File: config.mk
export PLATFORM = sky130hd
export DESIGN_NAME = piso_serializer
export DESIGN_NICKNAME = d
export VERILOG_FILES = /design/src/rtl/piso_pkg.sv /design/src/rtl/piso_serializer.sv
export SDC_FILE = /design/constraint.sdc
export NUM_CORES = 1
export LEC_CHECK = 0
export CAP_MARGIN = 20
export CORE_ASPECT_RATIO = 1.5
export CORE_MARGIN = 1
export CORE_UTILIZATION = 30
export CTS_CLUSTER_SIZE = 40
export DETAILED_ROUTE_END_ITERATION = 8
export PLACE_DENSITY_LB_ADDON = 0.12
export SETUP_SLACK_MARGIN = 0.02
export SLEW_MARGIN = 15
export SYNTH_ARGS = -nofsm -noshare
export SYNTH_HDL_FRONTEND = slang
export SYNTH_SLANG_ARGS = --single-unit
File: constraint.sdc
create_clock -name clk -period 2 [get_ports clk]
set_input_delay 0.3 -clock clk [delete_from_list [all_inputs] [get_ports clk]]
set_output_delay 0.3 -clock clk [all_outputs]
set_load 0.01 [all_outputs]
File: src/rtl/piso_pkg.sv
// rtl/piso_pkg.sv - shared types and helpers for the parallel-in/serial-out serializer
//
// Contents:
//   state_t : serializer state (IDLE, SHIFT, PARITY; PARITY is reached only
//             when PISO_PARITY_EN is defined)
//   cnt_w   : width of the bit counter for a given word width

package piso_pkg;

  typedef enum logic [1:0] {
    IDLE   = 2'd0,
    SHIFT  = 2'd1,
    PARITY = 2'd2
  } state_t;

  function automatic int cnt_w(input int width);
    return $clog2(width);
  endfunction

endpackage

File: src/rtl/piso_serializer.sv
// rtl/piso_serializer.sv - word-to-bitstream serializer, MSB first, gapless back-to-back
//
// Optional feature macro: PISO_PARITY_EN (appends an even-parity bit per word).
//
// Parameters:
//   WIDTH      bits per word (>= 2)
//   IDLE_BIT   level on dout between frames
// Ports:
//   clk         rising-edge clock
//   rst         asynchronous active-high reset
//   load_valid  upstream offers load_data
//   load_ready  a word can be accepted this cycle
//   load_data   parallel word, bit WIDTH-1 leaves first
//   dout        serial bit
//   dout_valid  dout carries a frame bit
//   busy        a frame is in progress
//   frame_done  last bit of the frame is on dout

module piso_serializer
  import piso_pkg::*;
#(
  parameter int   WIDTH    = 8,
  parameter logic IDLE_BIT = 1'b0
) (
  input  logic             clk,
  input  logic             rst,
  input  logic             load_valid,
  output logic             load_ready,
  input  logic [WIDTH-1:0] load_data,
  output logic             dout,
  output logic             dout_valid,
  output logic             busy,
  output logic             frame_done
);

  localparam int            CW   = cnt_w(WIDTH);
  localparam logic [CW-1:0] LAST = CW'(WIDTH - 1);

  state_t           state, state_n;
  logic [WIDTH-1:0] shreg, shreg_n;
  logic [CW-1:0]    bit_cnt, cnt_n;
  logic             accept;
  logic             dout_n, dout_valid_n, frame_done_n;
`ifdef PISO_PARITY_EN
  logic             par, par_n;
`endif

  // Ready depends on registered state only. The rst term keeps it low while
  // reset is held, since the reset state itself (IDLE) would otherwise say ready.
`ifdef PISO_PARITY_EN
  assign load_ready = !rst && ((state == IDLE) || (state == PARITY));
`else
  assign load_ready = !rst && ((state == IDLE) || ((state == SHIFT) && (bit_cnt == LAST)));
`endif

  assign accept = load_valid && load_ready;

  always_comb begin
    state_n = state;
    shreg_n = shreg;
    cnt_n   = bit_cnt;
`ifdef PISO_PARITY_EN
    par_n   = par;
`endif
    case (state)
      IDLE: begin
        if (accept) begin
          state_n = SHIFT;
          shreg_n = load_data;
          cnt_n   = '0;
`ifdef PISO_PARITY_EN
          par_n   = ^load_data;
`endif
        end
      end
      SHIFT: begin
        if (bit_cnt == LAST) begin
`ifdef PISO_PARITY_EN
          state_n = PARITY;
          cnt_n   = '0;
`else
          // Last data bit: reload in the same edge so the stream has no gap.
          if (accept) begin
            shreg_n = load_data;
            cnt_n   = '0;
          end else begin
            state_n = IDLE;
            cnt_n   = '0;
          end
`endif
        end else begin
          shreg_n = shreg << 1;
          cnt_n   = bit_cnt + CW'(1);
        end
      end
`ifdef PISO_PARITY_EN
      PARITY: begin
        if (accept) begin
          state_n = SHIFT;
          shreg_n = load_data;
          cnt_n   = '0;
          par_n   = ^load_data;
        end else begin
          state_n = IDLE;
        end
      end
`endif
      default: begin
        state_n = IDLE;
        cnt_n   = '0;
      end
    endcase

    // Outputs are precomputed from the next state so they come straight off flops.
    dout_valid_n = (state_n != IDLE);
    dout_n       = IDLE_BIT;
    if (state_n == SHIFT) dout_n = shreg_n[WIDTH-1];
`ifdef PISO_PARITY_EN
    if (state_n == PARITY) dout_n = par_n;
    frame_done_n = (state_n == PARITY);
`else
    frame_done_n = (state_n == SHIFT) && (cnt_n == LAST);
`endif
  end

  always_ff @(posedge clk or posedge rst) begin
    if (rst) begin
      state      <= IDLE;
      shreg      <= '0;
      bit_cnt    <= '0;
`ifdef PISO_PARITY_EN
      par        <= 1'b0;
`endif
      dout       <= IDLE_BIT;
      dout_valid <= 1'b0;
      busy       <= 1'b0;
      frame_done <= 1'b0;
    end else begin
      state      <= state_n;
      shreg      <= shreg_n;
      bit_cnt    <= cnt_n;
`ifdef PISO_PARITY_EN
      par        <= par_n;
`endif
      dout       <= dout_n;
      dout_valid <= dout_valid_n;
      busy       <= dout_valid_n;
      frame_done <= frame_done_n;
    end
  end

endmodule
Yosys cells after proc, flatten, opt, wreduce, memory -nomap -nowiden
Index checks and enable logic that the tools add are counted.
{"block": "totals", "regBits": 16, "in_bits": 11, "out_inout_bits": 5}
{"block": "op_classes", "addsub": 1, "eq_ne": 4, "muxes": 11, "reduce_logical": 9}
{"operator": "8-bit 2-to-1 mux", "n": 2}
{"operator": "8-bit one-hot mux with 2 select lines", "n": 1}
{"operator": "3-bit == test (second input constant)", "n": 2}
{"operator": "2-bit 2-to-1 mux", "n": 3}
{"operator": "3-bit 2-to-1 mux", "n": 2}
{"operator": "3-bit one-hot mux with 2 select lines", "n": 1}
{"operator": "2-bit by 1-bit == test with 1-bit output (second input constant)", "n": 2}
{"operator": "1-bit logical AND", "n": 4}
{"operator": "2-bit one-hot mux with 2 select lines", "n": 1}
{"operator": "2-bit nonzero test", "n": 2}
{"operator": "3-bit by 1-bit adder with 3-bit output (second input constant)", "n": 1}
{"operator": "2-bit zero test", "n": 1}
{"operator": "1-bit zero test", "n": 1}
{"operator": "1-bit logical OR", "n": 1}
{"operator": "1-bit 2-to-1 mux", "n": 1}

Longest topological paths before layout
Gate-level depths: netlist of the first run.
{"block": "depth", "word_depth": 10, "ltp_mapped": 7, "ltp_nobuf": 5}

Worst setup path before layout of the first run
Ideal clock, no wire load.
{"block": "synth_timing", "path_type": "register to register", "from": "reg bit_cnt[0]", "to": "reg shreg[6]", "arrival_ns": 1.570, "slack_ns": 0.304, "path_stages_with_launch": 8, "synth_period_minus_slack_ns": 1.696, "cell_sequence": "dfrtp_1 > ha_1 > ha_1 > nand2b_1 > buf_6 > a21o_1 > buf_6 > a221o_1"}
{"block": "synth_via", "elab_chain_cells": 8}
{"item": "start: declaration", "line_no": "piso_serializer.sv:41", "source": "logic [CW-1:0] bit_cnt, cnt_n;"}
{"item": "start signal: assignment", "line_no": "piso_serializer.sv:141", "source": "bit_cnt <= cnt_n;"}
{"item": "3-bit == test (*)", "line_no": "piso_serializer.sv:53, piso_serializer.sv:77"}
{"item": "1-bit logical AND", "line_no": "piso_serializer.sv:53", "source": "assign load_ready = !rst && ((state == IDLE) || ((state == SHIFT) && (bit_cnt == LAST)));"}
{"item": "1-bit logical OR", "line_no": "piso_serializer.sv:53"}
{"item": "1-bit logical AND", "line_no": "piso_serializer.sv:53"}
{"item": "1-bit logical AND", "line_no": "piso_serializer.sv:56", "source": "assign accept = load_valid && load_ready;"}
{"item": "8-bit 2-to-1 mux"}
{"item": "8-bit 2-to-1 mux", "line_no": "piso_serializer.sv:77", "source": "if (bit_cnt == LAST) begin"}
{"item": "8-bit one-hot mux with 2 select lines (*)", "line_no": "piso_serializer.sv:65", "source": "case (state)"}
{"item": "end signal: assignment", "line_no": "piso_serializer.sv:140", "source": "shreg <= shreg_n;"}
{"item": "end: declaration", "line_no": "piso_serializer.sv:40", "source": "logic [WIDTH-1:0] shreg, shreg_n;"}
Every way passes the cells marked *; elsewhere a longest branch is shown, timed or not.
A chain may end at the register's enable or synchronous reset.

Final worst setup path of the first run
{"block": "layout_timing", "from": "reg bit_cnt[0]", "to": "out load_ready"}
{"block": "layout_via", "elab_chain_cells": 4}
{"item": "3-bit == test", "line_no": "piso_serializer.sv:53"}
{"item": "1-bit logical AND", "line_no": "piso_serializer.sv:53"}
{"item": "1-bit logical OR", "line_no": "piso_serializer.sv:53"}
{"item": "1-bit logical AND", "line_no": "piso_serializer.sv:53"}
{"item": "end: declaration", "line_no": "piso_serializer.sv:28", "source": "output logic load_ready,"}
No other way between the ends.

==> metrics.yaml, run 1 <==
run_status: "complete, no violations"
routed_wl_per_cell_um: 13.9
grtUsageTotal: 0.125
yosys.area.top_type: "dfrtp_1"
grt_pass1_wl_um: 2380
r2r_end: "shreg[1]"
hold_violations: 0
worst_clock_skew_ns: 0.00273
clk_pin_slew_ns: 0.09
worst_slew_pin_slew_ns: 0.584
die_w_um: 41.7
timing.critical_path.from_type: "flip-flop"
max-slew-margin-rel: 0.610
via_per_inst: 5.03
setup_viol: 0
sum_of_negative_setup_slack_ns: 0
synthesis.area_um2: 708
yosys_register_bits: 15
syn2layout_area_growth_pct: 27.0
initial_antenna_violation_count: 0
dp_hpwl_um: 980
placeableCoreArea_mm2: 0.00223
clock_sinks: 15
floorplan.initialDensity: 0.317
std_cell_rows: 21
final_util: 0.403
setup.worst_path.class: "flip-flop to output port"
synth-warning-count: 0
dr_total_vias: 508
clk_root_buf: "clkbuf_4"
route.detailed.drc: 0
antenna_violating_nets_post_route: 0
wl_um: 1400
power_density_mw_per_mm2: 719
timing.reg2reg.setup_slack_ns: 0.33
count_of_buffers_from_port_buffering: 15
grt_start_max_net_pins: 16
cts_tree: "done"
cts_inserted_buffers: 3
critical_path_arrival_ns: 1.49
max_h_tree_level: 1
cts_max_path_buffers: 2
timing.reg2reg.worst_path_depth: 5
boundaryPins: 16
grt_overflow_total: 0
post_synthesis_area_per_instance_um2: 11.8
max-cap-violations: 0
worst_hold_path_type: "input pin to async pin"
grt_pass1_vias: 538
synth-edff-count: 0
detail_route.first_pass.iterations: 4
timing.rr.start: "bit_cnt[0]"
yosysSeqAreaShare: 0.530
critPathRequiredTime_ns: 1.70
peakVddDrop_v: 0.000383
p_leak_nw: 0.413
post-synth-top-area-fraction: 0.530
synth.area.top_cells: "dfrtp_1, a221o_1, nor3b_1"
mappedNetlistNets: 73
achievable-frequency_ghz: 0.559
ys_types: 23
final.period_utilization: 0.894
crit_fanout: 4
unrepaired_setup_endpoints_after_global_routing: "no"
n_antenna_cell: 0
timing.final.crit_period_ns: 1.79
synth-async-reset-ratio: 1.00
die_y_um: 61.5
setup.worst_path.end_class: "output port"
synthesis.instances: 60
floorplan.die_area_mm2: 0.00256
clk-insertion-delay-late_ns: 0.28
dr.first_iter.drc_count: 14
fill_cells: 226
place_congestion: 0.731
timing_max_transition_violations_final: 0
drive_gt1_frac: 0.141
post_cts_hold_buffer_count: 0
fin_nets: 92
synthFlopType: "dfrtp_1"
-- flip-flops by register name (all words and copies together), names as in the netlist --
signal      cells
shreg           7
frame_done      1
dout            1
busy            1
state           2
bit_cnt         3
-- final cells by class --
type / count / area, um2 / share of cell area
clock buffers: 4 / 26.3 / 0.0292
inverters: 4 / 15.0 / 0.0167
multi-input cells: 36 / 279 / 0.310
flip-flops and latches: 15 / 375 / 0.417
well taps: 23 / 28.8 / 0.0320
repair buffers: 19 / 175 / 0.195
-- synthesized netlist by cell type, types with 2 or more instances --
| cell type | count |
|---|---|
| nand2b_1 | 2 |
| nor3b_1 | 6 |
| nand2_1 | 4 |
| ha_1 | 2 |
| dfrtp_1 | 15 |
| inv_1 | 4 |
| a21oi_1 | 3 |
| a221o_1 | 6 |
| buf_6 | 2 |
| and2b_2 | 2 |
| nand3b_1 | 2 |
-- routing by layer --
metal / wire length [um] / vias to the layer above / track usage
met2: 751 / 7 / 0.212
met3: 35 / 2 / 0.0176
met1: 598 / 253 / 0.155
li1: - / 246 / -
met5: 0 / - / 0
met4: 14 / 0 / 0.0691
-- worst max path at each step --
stage / startpoint / endpoint / slack (ns) / cells past startpoint
6_report: bit_cnt[0] / load_ready / 0.21 / 5
5_1_grt: bit_cnt[1] / load_ready / 0.08 / 5
4_1_cts: bit_cnt[0] / load_ready / 0.05 / 5
3_5_place_dp: bit_cnt[0] / load_ready / 0.08 / 5
3_3_place_gp: bit_cnt[0] / load_ready / 0.12 / 5
2_1_floorplan: bit_cnt[0] / shreg[6] / 0.30 / 7
-- logic make-up after synthesis --
logic type | synth area share
simple gates | 0.212
flops | 0.530
compound gates | 0.141
buf+inv | 0.0760
fa+ha+maj | 0.0353
other cells | 0.00530
-- timing repair --
action                     in CTS  in global routing
gates resized for setup         1                  2
setup endpoints to repair       1                  1
buffers inserted                1                  0
-- power breakdown --
| part | leakage, nW | internal [mW] | switching [mW] |
|---|---|---|---|
| clock network | 0.0150 | 0.0773 | 0.0944 |
| registers | 0.196 | 0.338 | 0.0205 |
| logic | 0.202 | 0.0712 | 0.0452 |
| total | 0.413 | 0.487 | 0.160 |
-- through the flow --
step / worst slack, ns / hold WS [ns] / cells / total power, mW / instance area [um2]
3_3_place_gp: 0.120 / 0.476 / 96 / 0.479 / 871
3_5_place_dp: 0.0840 / 0.487 / 96 / 0.481 / 871
6_report: 0.212 / 0.507 / 101 / 0.647 / 900
4_1_cts: 0.0457 / 0.517 / 101 / 0.659 / 903
5_1_grt: 0.0783 / 0.537 / 101 / 0.681 / 900
2_1_floorplan: 0.304 / 0.201 / 60 / 0.435 / 708
-- placed cells by master (no fill, tap or decap), types with 3 or more instances in the layout --
cell,synthesis,routed
a21oi_1,3,3
nor3b_1,6,6
nand2_1,4,4
a221o_1,6,6
clkdlybuf4s50_1,0,14
inv_1,4,4
buf_4,1,4
dfrtp_1,15,15
clkbuf_4,0,3
-- worst max-delay path: stages (launching register included) --
cell,delay (ns)
dfrtp_1,0.39
ha_1,0.20
ha_1,0.18
and2b_2,0.26
nor3_1,0.05
clkbuf_2,0.13
(Power assumes the default switching activity.)
==> run 2: changes to the inputs <==
Settings changed: CTS_CLUSTER_SIZE 40 to not set.
==> results of run 2 <==
The final DEF is identical to that of run 1; final timing and power are the same.
==> run 3: changes to the inputs <==
==> constraint.sdc (replaced) <==
create_clock -name clk -period 2 [get_ports clk]
set_input_delay 0.4 -clock clk [delete_from_list [all_inputs] [get_ports clk]]
set_output_delay 0.4 -clock clk [all_outputs]
set_load 0.01 [all_outputs]
==> run 3 against run 2 <==
Against the previous run:
- wire length rose by 3.1%
- maximum frequency fell by 2.9%
- non-clock buffer count grew 2
- critical endpoint unchanged
- clock power grew 3%
- sequential power barely moved
- clock skew up 0.0046 ns
- cell count rose by 2.0%
- design area is 1.7% higher
- sequential cell count unchanged
==> metrics.yaml, run 3 (synthesized netlist as in run 1, its figures left out) <==
grt_pass1_wl_um: 2460
max_h_tree_level: 1
placeableCoreArea_mm2: 0.00223
count_of_buffers_from_port_buffering: 15
comb_power_share: 0.184
grt_overflow_total: 0
worst_path_largest_cell_delay_ns: 0.37
clk_pin_slew_ns: 0.10
setup.worst_path.end_class: "output port"
setup_viol: 0
max-slew-margin-rel: 0.611
fin_nets: 94
holdCritStartpoint: "shreg[0]"
unrepaired_setup_endpoints_after_global_routing: "no"
critPathRequiredTime_ns: 1.60
dp_hpwl_um: 993
route.detailed.drc: 0
max-cap-violations: 0
drive_gt1_frac: 0.163
critical_path_arrival_ns: 1.44
most-common-layout-cells: "dfrtp_1, clkdlybuf4s50_1, nor3b_1, a221o_1, buf_4"
layout_top_registers: "shreg (7), bit_cnt (3), state (2)"
r2r_end: "shreg[4]"
std_cell_rows: 21
floorplan.initialDensity: 0.317
timing.reg2reg.setup_slack_ns: 0.23
hold_violations: 0
boundaryPins: 16
final.period_utilization: 0.921
grt_pass1_vias: 526
wl_um: 1440
run_status: "complete, no violations"
sum_of_negative_setup_slack_ns: 0
via_per_inst: 5.06
setup.worst_path.class: "flip-flop to output port"
clk-insertion-delay-late_ns: 0.28
n_antenna_cell: 0
hold_depth: 1
fill_cells: 225
cts_max_path_buffers: 2
achievable-frequency_ghz: 0.543
peakVddDrop_v: 0.000463
cts_setup_buffers: 0
antenna_violating_nets_post_route: 0
grtUsageTotal: 0.128
internal_power_mw: 0.490
initial_antenna_violation_count: 0
worst-path-buf-inv: 1
dr.first_iter.drc_count: 4
clock_sinks: 15
place_congestion: 0.673
cp_slowest_cell: "dfrtp_1"
power.share.clock: 0.270
cp_common_cell: "ha_1"
dr_total_vias: 521
cts_inserted_buffers: 3
worst_hold_path_type: "flip-flop to flip-flop"
sequence_of_cells_on_the_critical_path: "ha_1 > ha_1 > and2b_2 > nor3_1 > clkbuf_2"
timing.final.crit_period_ns: 1.84
crit_fanout: 2
regMostFlops: "shreg"
detail_route.first_pass.iterations: 4
die_y_um: 61.5
worstHoldEndpoint: "shreg[0]"
p_leak_nw: 0.423
timing.rr.start: "bit_cnt[0]"
flip_flop_count_of_the_largest_register_after_layout: 7
floorplan.die_area_mm2: 0.00256
power_switching_mw: 0.166
timing_max_transition_violations_final: 0
worst_clock_skew_ns: 0.00732
timing.critical_path.from_type: "flip-flop"
layout.cells.most_common: "dfrtp_1"
grt_start_max_net_pins: 16
worst_slew_pin_slew_ns: 0.583
power.share.sequential: 0.546
clk_root_buf: "clkbuf_4"
power_density_mw_per_mm2: 717
cts_tree: "done"
cp_top_family: "flip-flops"
post_route_hold_slack_ns: 0.510
routed_wl_per_cell_um: 14.0
sw_frac_of_total: 0.253
die_w_um: 41.7
syn2layout_area_growth_pct: 29.2
timing.reg2reg.worst_path_depth: 6
==> run 3: worst max path at each step <==
stage / startpoint / end / slack (ns) / cells past startpoint
finish: bit_cnt[0] / load_ready / 0.16 / 5
global route: bit_cnt[0] / load_ready / 0.03 / 5
CTS: bit_cnt[1] / load_ready / 0.05 / 5
detailed placement: rst / load_ready / 0.06 / 3
global placement: rst / load_ready / 0.07 / 3
floorplan: bit_cnt[0] / shreg[6] / 0.30 / 7
==> run 3: layout make-up <==
| class | count | area, um2 | area share |
|---|---|---|---|
| multi-input combinational | 36 | 279 | 0.305 |
| inverter | 4 | 15.0 | 0.0164 |
| sequential | 15 | 375 | 0.410 |
| tap | 23 | 28.8 | 0.0315 |
| clock buffer | 4 | 26.3 | 0.0287 |
| timing repair buffer | 21 | 190 | 0.208 |
==> run 3: timing repair <==
item	in CTS	in global routing
gates cloned	0	0
hold buffers	0	0
resized for setup	2	1
setup endpoints to repair	1	1
==> run 3: power by group through the flow <==
stage | sequential [mW] | clock, mW | combinational, mW
6_report | 0.358 | 0.177 | 0.120
5_1_grt | 0.363 | 0.193 | 0.133
2_1_floorplan | 0.359 | 0 | 0.0763
4_1_cts | 0.357 | 0.180 | 0.123
3_3_place_gp | 0.362 | 0 | 0.122
3_5_place_dp | 0.363 | 0 | 0.123
==> run 3: metrics by stage <==
step | area (um2) | worst slack, ns | power (mW) | utilization | std cells
after floorplan | 708 | 0.304 | 0.435 | - | 60
after global placement | 893 | 0.0696 | 0.484 | 0.400 | 99
after detailed placement | 893 | 0.0609 | 0.486 | 0.400 | 99
after CTS | 920 | 0.0548 | 0.660 | 0.412 | 103
after global routing | 915 | 0.0272 | 0.689 | 0.410 | 103
final | 915 | 0.158 | 0.656 | 0.410 | 103
==> run 3: per-layer routing <==
| metal | vias up | global-route usage | part of all wire |
|---|---|---|---|
| met5 | - | 0 | 0 |
| met4 | 0 | 0.0553 | 0.012 |
| met3 | 2 | 0.0176 | 0.026 |
| met2 | 7 | 0.217 | 0.48 |
| met1 | 261 | 0.166 | 0.49 |
| li1 | 251 | - | - |
==> RTL edit: new RTL, flow settings as in run 1 <==
Add a define of `PISO_PARITY_EN`.
--- a/src/rtl/piso_serializer.sv
+++ b/src/rtl/piso_serializer.sv
@@ -17,2 +17,4 @@
 //   frame_done  last bit of the frame is on dout
+
+`define PISO_PARITY_EN
 
Formal check against the unedited RTL: not equivalent (a bounded check fails within 10 cycles, from zero or initial values and one cycle with rst high).
==> RTL edit against run 1 <==
Via count grew 1.6%. Routed wire length shrank 5.7%. Cell area grew 7.0%. Synthesized area grew 5.1%. Global-route usage shrank 1.3 points. Sequential cell count grew 1. Setup slack gained 0.052 ns.
Power is not compared: it rests on default switching activity, and its combinational part moved more than twofold at a synthesized area within 25%.
==> RTL edit: results (changes against run 1) <==
synth unique cells 17 (was 23); post-CTS setup buffer count 0 (was 1); critical path peak fanout 3 (was 4); Max transition margin 59.5% (was 61.0%); Largest regs shreg x7, bit_cnt x3, state x2 (unchanged); min-delay worst type reg2reg (was in2async); # fillers 216 (was 226); vias in the first global route 498 (was 538); ant diodes 0 (unchanged); CP max stage delay 0.54 ns (was 0.39 ns); pre-CTS WS 0.255 ns (was 0.0840 ns); FF-to-FF Start bit_cnt[0] (unchanged); synth cell count leaders dfrtp_1, nand2_1, xnor2_1, a22oi_1, a22o_1 (was dfrtp_1, a221o_1, nor3b_1, inv_1, nand2_1); Final Wtd Congestion 0.641 (was 0.731); First DRT Iteration DRCs 19 (was 14); Max Clock Skew 0.000764 ns (was 0.00273 ns); Worst EP required 1.70 ns (about the same); Setup crit start rst (was bit_cnt[0]); CTS resizes 0 (was 1); post-DP HPWL 1020 um (was 980 um); cell family with most CP delay buffers and inverters (was flip-flops); Seq/Total Area, Yosys 53.8% (was 53.0%); layout cells sized above 1 14.5% (was 14.1%); worst skew pair latency 0.28 ns (about the same); Synth area leaders dfrtp_1, xnor2_1, a22oi_1 (was dfrtp_1, a221o_1, nor3b_1); Post-Syn Nets 77 (was 73); nets 97 (was 92); outcome complete, no violations (unchanged); via/cell ratio 4.87 (was 5.03); first-pass GRT wire length 2220 um (was 2380 um); drt total wl 1320 um (was 1400 um); Worst path slowest cell clkdlybuf4s50_1 (was dfrtp_1); Yosys warning total 0 (unchanged); fin crit period 1.74 ns (was 1.79 ns); largest net degree at the start of global routing 17 (was 16); gr usage total 11.2% (was 12.5%)
RTL edit: cell count changes after synthesis, moves of 3 or more:
cell,delta
nand2_1,+8
a221o_1,-6
a22oi_1,+6
nor3b_1,-6
xnor2_1,+7
a22o_1,+3
RTL edit: cell type report:
cell class              instances  share of cell area [%]
multi-input cells              44                    33.7
clock buffers                   4                    3.77
inverters                       2                   0.780
repair buffers                 17                    17.2
well taps                      23                    2.99
flip-flops and latches         16                    41.6
RTL edit: worst register-to-register path, cell delays in order, from the launching register on:
cell and delay (ns):
dfrtp_1 0.40, ha_1 0.21, ha_1 0.25, nor3b_4 0.38, nor2_4 0.11, a22o_1 0.19
RTL edit: kinds of logic after synthesis:
family | Yosys count | share of synthesized area [%]
muxes | 2 | 3.02
adders and majority gates | 2 | 3.36
DFF | 16 | 53.8
and+or+nand+nor | 22 | 17.5
AOI/OAI and AO/OA | 11 | 11.4
xor gates and xnor gates | 7 | 8.24
buffers and inverters | 4 | 2.69
RTL edit: final timing paths:
path | to | slack, ns | depth (start not counted)
setup / recovery | load_ready | 0.26 | 3
min in group asynchronous | shreg[4] | 0.49 | 2
setup reg to reg | shreg[0] | 0.36 | 5
max in group asynchronous | shreg[2] | 1.12 | 2
hold reg to reg | shreg[3] | 0.48 | 2
hold / removal | shreg[3] | 0.48 | 2
RTL edit: power groups by stage:
stage               logic, W  clock network (W)  registers [W]
floorplan           0.000364                  0       0.000532
global placement    0.000547                  0       0.000536
global route        0.000611           0.000234       0.000546
detailed placement  0.000550                  0       0.000541
finish              0.000539           0.000214       0.000531
CTS                 0.000554           0.000221       0.000534
RTL edit: through the flow:
| step | utilization [%] | total power [W] | instances | cell area, um2 |
|---|---|---|---|---|
| 6_report | 42.1 | 0.00128 | 106 | 962 |
| 5_1_grt | 42.1 | 0.00139 | 106 | 962 |
| 4_1_cts | 42.1 | 0.00131 | 106 | 962 |
| 3_5_place_dp | 40.5 | 0.00109 | 102 | 926 |
| 3_3_place_gp | 40.5 | 0.00108 | 102 | 926 |
| 2_1_floorplan | - | 0.000896 | 64 | 744 |
RTL edit: metal layers:
layer	global-route usage, %	up-vias	share of wire [%]	routed length, um
met2	19.3	12	55	731
met1	12.4	247	40	531
met3	1.73	2	2.9	38
met4	7.03	0	1.4	19
met5	0	-	0	0
li1	-	255	-	-
